## src/rtl/md5_core_stream_pkg.sv

```systemverilog
// Shared MD5 definitions: IV words, per-step shift/constant tables,
// message word schedule and the controller state encoding.
package md5_core_stream_pkg;

    typedef enum logic [1:0] {
        ST_IDLE  = 2'd0,
        ST_ROUND = 2'd1,
        ST_FINAL = 2'd2,
        ST_DONE  = 2'd3
    } state_e;

    localparam logic [31:0] A_INIT = 32'h67452301;
    localparam logic [31:0] B_INIT = 32'hefcdab89;
    localparam logic [31:0] C_INIT = 32'h98badcfe;
    localparam logic [31:0] D_INIT = 32'h10325476;

    localparam logic [4:0] S_TAB [64] = '{
        5'd7, 5'd12, 5'd17, 5'd22, 5'd7, 5'd12, 5'd17, 5'd22,
        5'd7, 5'd12, 5'd17, 5'd22, 5'd7, 5'd12, 5'd17, 5'd22,
        5'd5, 5'd9,  5'd14, 5'd20, 5'd5, 5'd9,  5'd14, 5'd20,
        5'd5, 5'd9,  5'd14, 5'd20, 5'd5, 5'd9,  5'd14, 5'd20,
        5'd4, 5'd11, 5'd16, 5'd23, 5'd4, 5'd11, 5'd16, 5'd23,
        5'd4, 5'd11, 5'd16, 5'd23, 5'd4, 5'd11, 5'd16, 5'd23,
        5'd6, 5'd10, 5'd15, 5'd21, 5'd6, 5'd10, 5'd15, 5'd21,
        5'd6, 5'd10, 5'd15, 5'd21, 5'd6, 5'd10, 5'd15, 5'd21
    };

    localparam logic [31:0] K_TAB [64] = '{
        32'hd76aa478, 32'he8c7b756, 32'h242070db, 32'hc1bdceee,
        32'hf57c0faf, 32'h4787c62a, 32'ha8304613, 32'hfd469501,
        32'h698098d8, 32'h8b44f7af, 32'hffff5bb1, 32'h895cd7be,
        32'h6b901122, 32'hfd987193, 32'ha679438e, 32'h49b40821,
        32'hf61e2562, 32'hc040b340, 32'h265e5a51, 32'he9b6c7aa,
        32'hd62f105d, 32'h02441453, 32'hd8a1e681, 32'he7d3fbc8,
        32'h21e1cde6, 32'hc33707d6, 32'hf4d50d87, 32'h455a14ed,
        32'ha9e3e905, 32'hfcefa3f8, 32'h676f02d9, 32'h8d2a4c8a,
        32'hfffa3942, 32'h8771f681, 32'h6d9d6122, 32'hfde5380c,
        32'ha4beea44, 32'h4bdecfa9, 32'hf6bb4b60, 32'hbebfbc70,
        32'h289b7ec6, 32'heaa127fa, 32'hd4ef3085, 32'h04881d05,
        32'hd9d4d039, 32'he6db99e5, 32'h1fa27cf8, 32'hc4ac5665,
        32'hf4292244, 32'h432aff97, 32'hab9423a7, 32'hfc93a039,
        32'h655b59c3, 32'h8f0ccc92, 32'hffeff47d, 32'h85845dd1,
        32'h6fa87e4f, 32'hfe2ce6e0, 32'ha3014314, 32'h4e0811a1,
        32'hf7537e82, 32'hbd3af235, 32'h2ad7d2bb, 32'heb86d391
    };

    // Schedule offsets only depend on step mod 16, so 4-bit wrap is the mod.
    function automatic logic [3:0] msg_idx(input logic [5:0] step);
        logic [3:0] i;
        i = step[3:0];
        case (step[5:4])
            2'd0:    msg_idx = i;
            2'd1:    msg_idx = i * 4'd5 + 4'd1;
            2'd2:    msg_idx = i * 4'd3 + 4'd5;
            default: msg_idx = i * 4'd7;
        endcase
    endfunction

endpackage

```

## src/rtl/md5_core_stream_round.sv

```systemverilog
// One MD5 step: returns the new B word (b + rotl(F + a + K + M, s)).
// Purely combinational; the caller performs the A/B/C/D rotation.
module md5round (
    input  logic [31:0] a_i,
    input  logic [31:0] b_i,
    input  logic [31:0] c_i,
    input  logic [31:0] d_i,
    input  logic [31:0] m_i,
    input  logic [4:0]  s_i,
    input  logic [31:0] t_i,
    input  logic [1:0]  r_i,
    output logic [31:0] next_a_o
);

    logic [31:0] f_w;
    logic [31:0] sum_w;
    logic [63:0] rot_w;

    always_comb begin
        case (r_i)
            2'd0:    f_w = (b_i & c_i) | (~b_i & d_i);
            2'd1:    f_w = (d_i & b_i) | (~d_i & c_i);
            2'd2:    f_w = b_i ^ c_i ^ d_i;
            default: f_w = c_i ^ (b_i | ~d_i);
        endcase
    end

    assign sum_w    = a_i + f_w + t_i + m_i;
    // Upper half of the doubled word is the left rotate.
    assign rot_w    = {sum_w, sum_w} << s_i;
    assign next_a_o = b_i + rot_w[63:32];

endmodule

```

## src/rtl/md5_core_stream.sv

```systemverilog
// Iterative MD5 compression over pre-padded 512-bit blocks, UNROLL (1/2/4)
// steps per clock, hash state chained across blocks, digest held until out_ready.
module md5_core_stream
    import md5_core_stream_pkg::*;
#(
    parameter int UNROLL = 1
) (
    input  logic         clk,
    input  logic         rst,
    input  logic [511:0] in_block,
    input  logic         in_first,
    input  logic         in_last,
    input  logic         in_valid,
    output logic         in_ready,
    output logic [127:0] out_digest,
    output logic         out_valid,
    input  logic         out_ready,
    output logic         busy
);

    state_e       state_q;
    logic [5:0]   step_q;
    logic [511:0] blk_q;
    logic         first_q, last_q;
    logic [31:0]  wa_q, wb_q, wc_q, wd_q;
    logic [31:0]  ca_q, cb_q, cc_q, cd_q;
    logic         out_valid_q;
    logic [127:0] out_digest_q;

    logic [31:0]  wa_d, wb_d, wc_d, wd_d;
    logic [31:0]  sa_d, sb_d, sc_d, sd_d;
    logic [31:0]  blk_w [16];

    always_comb begin
        for (int i = 0; i < 16; i++) begin
            blk_w[i] = blk_q[32*i +: 32];
        end
    end

    for (genvar u = 0; u < UNROLL; u++) begin : g_step
        logic [5:0]  st;
        logic [31:0] a_in, b_in, c_in, d_in, b_new;

        if (u == 0) begin : g_src
            assign a_in = wa_q;
            assign b_in = wb_q;
            assign c_in = wc_q;
            assign d_in = wd_q;
        end else begin : g_src
            assign a_in = g_step[u-1].d_in;
            assign b_in = g_step[u-1].b_new;
            assign c_in = g_step[u-1].b_in;
            assign d_in = g_step[u-1].c_in;
        end

        assign st = step_q + 6'(u);

        md5round u_round (
            .a_i      (a_in),
            .b_i      (b_in),
            .c_i      (c_in),
            .d_i      (d_in),
            .m_i      (blk_w[msg_idx(st)]),
            .s_i      (S_TAB[st]),
            .t_i      (K_TAB[st]),
            .r_i      (st[5:4]),
            .next_a_o (b_new)
        );
    end

    assign wa_d = g_step[UNROLL-1].d_in;
    assign wb_d = g_step[UNROLL-1].b_new;
    assign wc_d = g_step[UNROLL-1].b_in;
    assign wd_d = g_step[UNROLL-1].c_in;

    // A first block always chains from IV, whatever a restarted message left behind.
    assign sa_d = (first_q ? A_INIT : ca_q) + wa_q;
    assign sb_d = (first_q ? B_INIT : cb_q) + wb_q;
    assign sc_d = (first_q ? C_INIT : cc_q) + wc_q;
    assign sd_d = (first_q ? D_INIT : cd_q) + wd_q;

    always_ff @(posedge clk) begin
        if (rst) begin
            state_q      <= ST_IDLE;
            step_q       <= 6'd0;
            blk_q        <= '0;
            first_q      <= 1'b0;
            last_q       <= 1'b0;
            {wa_q, wb_q, wc_q, wd_q} <= '0;
            {ca_q, cb_q, cc_q, cd_q} <= {A_INIT, B_INIT, C_INIT, D_INIT};
            out_valid_q  <= 1'b0;
            out_digest_q <= '0;
        end else begin
            case (state_q)
                ST_IDLE: begin
                    if (in_valid) begin
                        blk_q   <= in_block;
                        first_q <= in_first;
                        last_q  <= in_last;
                        step_q  <= 6'd0;
                        if (in_first) begin
                            {wa_q, wb_q, wc_q, wd_q} <= {A_INIT, B_INIT, C_INIT, D_INIT};
                        end else begin
                            {wa_q, wb_q, wc_q, wd_q} <= {ca_q, cb_q, cc_q, cd_q};
                        end
                        state_q <= ST_ROUND;
                    end
                end
                ST_ROUND: begin
                    {wa_q, wb_q, wc_q, wd_q} <= {wa_d, wb_d, wc_d, wd_d};
                    step_q <= step_q + 6'(UNROLL);
                    if (step_q == 6'(64 - UNROLL)) begin
                        state_q <= ST_FINAL;
                    end
                end
                ST_FINAL: begin
                    {ca_q, cb_q, cc_q, cd_q} <= {sa_d, sb_d, sc_d, sd_d};
                    if (last_q) begin
                        out_digest_q <= {sa_d, sb_d, sc_d, sd_d};
                        out_valid_q  <= 1'b1;
                        state_q      <= ST_DONE;
                    end else begin
                        state_q      <= ST_IDLE;
                    end
                end
                default: begin
                    if (out_ready) begin
                        out_valid_q <= 1'b0;
                        {ca_q, cb_q, cc_q, cd_q} <= {A_INIT, B_INIT, C_INIT, D_INIT};
                        state_q     <= ST_IDLE;
                    end
                end
            endcase
        end
    end

    assign in_ready   = (state_q == ST_IDLE);
    assign busy       = (state_q != ST_IDLE);
    assign out_valid  = out_valid_q;
    assign out_digest = out_digest_q;

endmodule

```

## config.mk

```make
export PLATFORM = sky130hd
export DESIGN_NAME = md5_core_stream
export DESIGN_NICKNAME = d
export VERILOG_FILES = /design/src/rtl/md5_core_stream_pkg.sv /design/src/rtl/md5_core_stream_round.sv /design/src/rtl/md5_core_stream.sv
export SDC_FILE = /design/constraint.sdc
export NUM_CORES = 2
export LEC_CHECK = 0
export BUFFER_PORTS_ARGS = -buffer_cell sky130_fd_sc_hd__buf_4
export CAP_MARGIN = 20
export CORE_MARGIN = 10
export CORE_UTILIZATION = 25
export CTS_BUF_LIST = sky130_fd_sc_hd__clkbuf_16
export CTS_CLUSTER_DIAMETER = 100
export DETAILED_ROUTE_END_ITERATION = 10
export HOLD_SLACK_MARGIN = 0.15
export PLACE_DENSITY_LB_ADDON = 0.08
export SYNTH_ARGS = -nofsm -noshare
export SYNTH_HDL_FRONTEND = slang
export SYNTH_SLANG_ARGS = --single-unit
```

## constraint.sdc

```tcl
create_clock -name clk -period 18.7 [get_ports clk]
set_clock_uncertainty 0.1 [all_clocks]
set_input_delay 3.74 -clock clk [delete_from_list [all_inputs] [get_ports clk]]
set_output_delay 3.74 -clock clk [all_outputs]
set_load 0.01 [all_outputs]
```

==> flow_summary.ini <==
[global_routing]
grt-ovfl-total = 0
grt_pass1_wl_um = 405000
first_global_vias = 53100
grtUsageMet2_pct = 37.7
grt-busiest-layer = met2
grt_max_degree = 181
grt_util_met3_pct = 4.14
antenna_found_initial = 29
met1_usage_pct = 31.6
grt_usage_pct = 23.1

[worst_setup_path]
crit_slowest_cell = ha_1
r2r_cells = 38
startpoint_type = flop
critPathCaptureType = flop
crit_arrival_ns = 13.62
crit_path_end = g_step[0].b_in[30]
r2r_setup_slack_ns = 5.58
cpPeakStageDelay_ns = 0.82
crit_top_cell = a21oi_1
timing.rr.start = step_q[0]
critPathRequiredTime_ns = 19.20
worstSetupPathDepth = 38
path_class = reg2reg
startpoint = step_q[0]
critical-path-top-delay-family = compound AO/OA/AOI/OAI gates
timing.rr.end = g_step[0].b_in[30]
path_buf_inv = 5
crit_path_max_fanout = 35

[floorplanning]
die_h_um = 489
initial_core_util_pct = 25.1
die_w_um = 489
dieArea_sq_mm = 0.239
core-area_sq_mm = 0.219
num_rows = 172
ios = 649

[synthesis]
synth_edf_count = 0
ys_ff_latch = 907
synthArstFlopShare_pct = 0
synthesis.area_sq_mm = 0.0549
synth_ff_type = dfxtp_1
synth_warnings = 0
syn-num-nets = 7952
synth_cells = 7143
ys_types = 84
synth-seq-area-share_pct = 33.0
avgSynthCellArea_sq_um = 7.69

[power_and_ir_drop]
p_clk_share_pct = 16.7
internal_power_mw = 6.46
comb_power_share_pct = 61.4
p_sw_share_pct = 51.1
p_per_area_mw_per_mm2 = 200
switchingPower_mw = 6.76
seqPwrFrac_pct = 21.9
p_leak_nw = 26.5
peakVddDrop_v = 0.000126

[routing]
ant_nets = 0
drc = 0
vias = 54200
drt-total-wl_um = 288000
wl_per_cell_um = 27.6
drt-initial-drc-count = 4275
viasPerCell = 5.19
firstDrtPassIters = 6

[layout]
fillerInstances = 23900
finalNetCount = 8273
area_growth_syn_to_layout_pct = 20.3
drive_gt1_share_pct = 16.0

[clocking]
ctsHoldBuffers = 0
clkTransAtPathRegs_ns = 0.06
post_cts_buffers = 0
insertion_delay_ns = 0.83
cts_buffer_depth = 3
cts_made_buffers = 116
root_buffer = clkbuf_16
h-tree-depth = 3
cts_resized = 0
cts_tree = built
cts_num_sinks = 907

[place]
dp_hpwl_um = 218000
io_buffers = 648
gp_congestion = 0.932

[sta]
holdWs_ns = 0.351
rsz0062_at_grt = false
setup_viol = 0
slew_headroom_pct = 22.5
period_share_pct = 70.2
fin_tns_setup_ns = 0
drv_slew = 0
finalCriticalPeriod_ns = 13.12
hold_viol = 0
tightest_slew_ns = 1.16
max_freq_ghz = 0.0762

[hold_path]
worst_hold_path_type = reg2reg
hp-start = blk_q[464]

[run_status]
status = finished, final reports clean

[job]
maxCapViolCount = 0
per-layer routing:
layer / vias to the layer above / routed length [um]
met5: - / 123
met4: 18 / 6940
met3: 264 / 16500
met2: 1517 / 132000
met1: 26900 / 132000
li1: 25600 / -
cells in the final DEF (no fill, tap or decap), types with 16 or more instances in the layout:
| master | n |
|---|---|
| nand2_1 | 1619 |
| a21oi_1 | 1127 |
| dfxtp_1 | 902 |
| buf_4 | 749 |
| nor2_1 | 463 |
| ha_1 | 221 |
| inv_1 | 206 |
| o21ai_0 | 201 |
| xnor2_1 | 151 |
| a211oi_1 | 141 |
| mux4_2 | 128 |
| clkbuf_16 | 117 |
| o211ai_1 | 106 |
| a21o_1 | 96 |
| nand3_1 | 94 |
| mux2i_1 | 91 |
| nor2b_1 | 85 |
| nor3_1 | 85 |
| or2_2 | 72 |
| and3_1 | 70 |
| fa_1 | 69 |
| or3_1 | 68 |
| xor2_1 | 58 |
| mux2_2 | 51 |
| a22oi_1 | 47 |
| o21a_1 | 45 |
| o22ai_1 | 45 |
| clkinv_1 | 35 |
| a31oi_1 | 30 |
| nand2b_1 | 25 |
| o21bai_1 | 25 |
| a221oi_1 | 22 |
| o31ai_1 | 22 |
| a22o_1 | 21 |
| clkinv_2 | 18 |
| nand4_1 | 16 |
cell type report:
type                            count  area [sq um]  share of cell area (%)
Antenna cell                        8          20.0                  0.0303
Clock buffer                      117          2930                    4.43
Clock inverter                    103           777                    1.18
Multi-Input combinational cell   5497         34100                    51.7
Timing Repair Buffer              759          5780                    8.74
Sequential cell                   907         18200                    27.5
Inverter                          183           687                    1.04
Tap cell                         2871          3590                    5.43
worst register-to-register path: cells and delay by family, from the launching register on:
| kind | cells | cell delay [ns] |
|---|---|---|
| AOI/OAI and AO/OA | 21 | 6.11 |
| buffers and inverters | 5 | 1.95 |
| adders and majority gates | 4 | 1.86 |
| muxes | 4 | 1.47 |
| and+or+nand+nor | 2 | 0.77 |
| xor gates and xnor gates | 2 | 0.34 |
| DFF | 1 | 0.31 |
power by group through the flow:
stage	clock network (mW)	logic [mW]	registers (mW)
global placement	0	8.14	2.93
detailed placement	0	8.12	2.94
floorplan	0	5.49	2.56
global route	2.35	8.94	2.93
CTS	2.28	8.16	2.90
finish	2.21	8.12	2.90
state kept, by name, summed over array words and instances (netlist names):
| signal | count |
|---|---|
| blk_q | 512 |
| out_digest | 128 |
| ca_q | 32 |
| cb_q | 32 |
| cc_q | 32 |
| cd_q | 32 |
| g_step.a_in | 32 |
| g_step.b_in | 32 |
| g_step.c_in | 32 |
| g_step.d_in | 32 |
| step_q | 6 |
| state_q | 2 |
| first_q | 1 |
| last_q | 1 |
| out_valid | 1 |
metrics by stage:
step	worst slack, ns	std cells	instance area, sq um	utilization, %	total power, mW
final	5.58	10400	66100	30.2	13.2
after detailed placement	5.65	10200	62400	28.5	11.1
after global routing	4.74	10400	66100	30.2	14.2
after floorplan	7.88	7143	54900	-	8.06
after CTS	5.55	10400	66100	30.2	13.3
after global placement	5.96	10200	62300	28.5	11.1
Yosys cell counts, drive strengths merged, types with 16 or more instances:
master  instances  share of area (%)
nor3           86               0.78
nand2        1622                 11
dfxtp         907                 33
a22o           21               0.33
o22ai          45               0.51
nand2b         25               0.28
ha            222                5.1
nand3          94               0.86
a211oi        141                1.9
o21ai         208                1.9
fa             69                2.5
nand4          16               0.18
nor2b          85               0.97
inv           181                1.2
xor2           58               0.92
nor2          465                3.2
a22oi          48               0.66
xnor2         154                2.5
a21o           96                1.3
mux2i          91                1.7
or2            72               0.82
a31oi          32               0.36
o31ai          22               0.30
buf            68               0.52
a221oi         22               0.35
mux4          129                5.3
o211ai        106                1.4
or3            68               0.77
mux2           51                1.0
clkbuf        488                3.3
a21oi        1129                 10
and3           70               0.80
o21bai         25               0.34
o21a           46               0.63
cell families (layout without fill, tap and decap cells):
logic type,count (synthesis),count (layout),share of synthesized area [%]
AND/OR/NAND/NOR,2655,2655,20.4
XOR/XNOR,213,213,3.42
flip-flops,907,907,33.0
multiplexers,271,271,7.99
adder cells (fa/ha/maj),291,291,7.57
AO/OA/AOI/OAI,2067,2067,22.4
other,0,8,0
buffers and inverters,739,1162,5.11
worst min path at each step:
stage	to	cells past startpoint
after global placement	blk_q[52]	2
after detailed placement	blk_q[214]	2
after CTS	blk_q[214]	2
after floorplan	ca_q[31]	2
after global routing	blk_q[285]	2
final	blk_q[464]	2
Note: power is estimated with default switching activity, not from simulation.
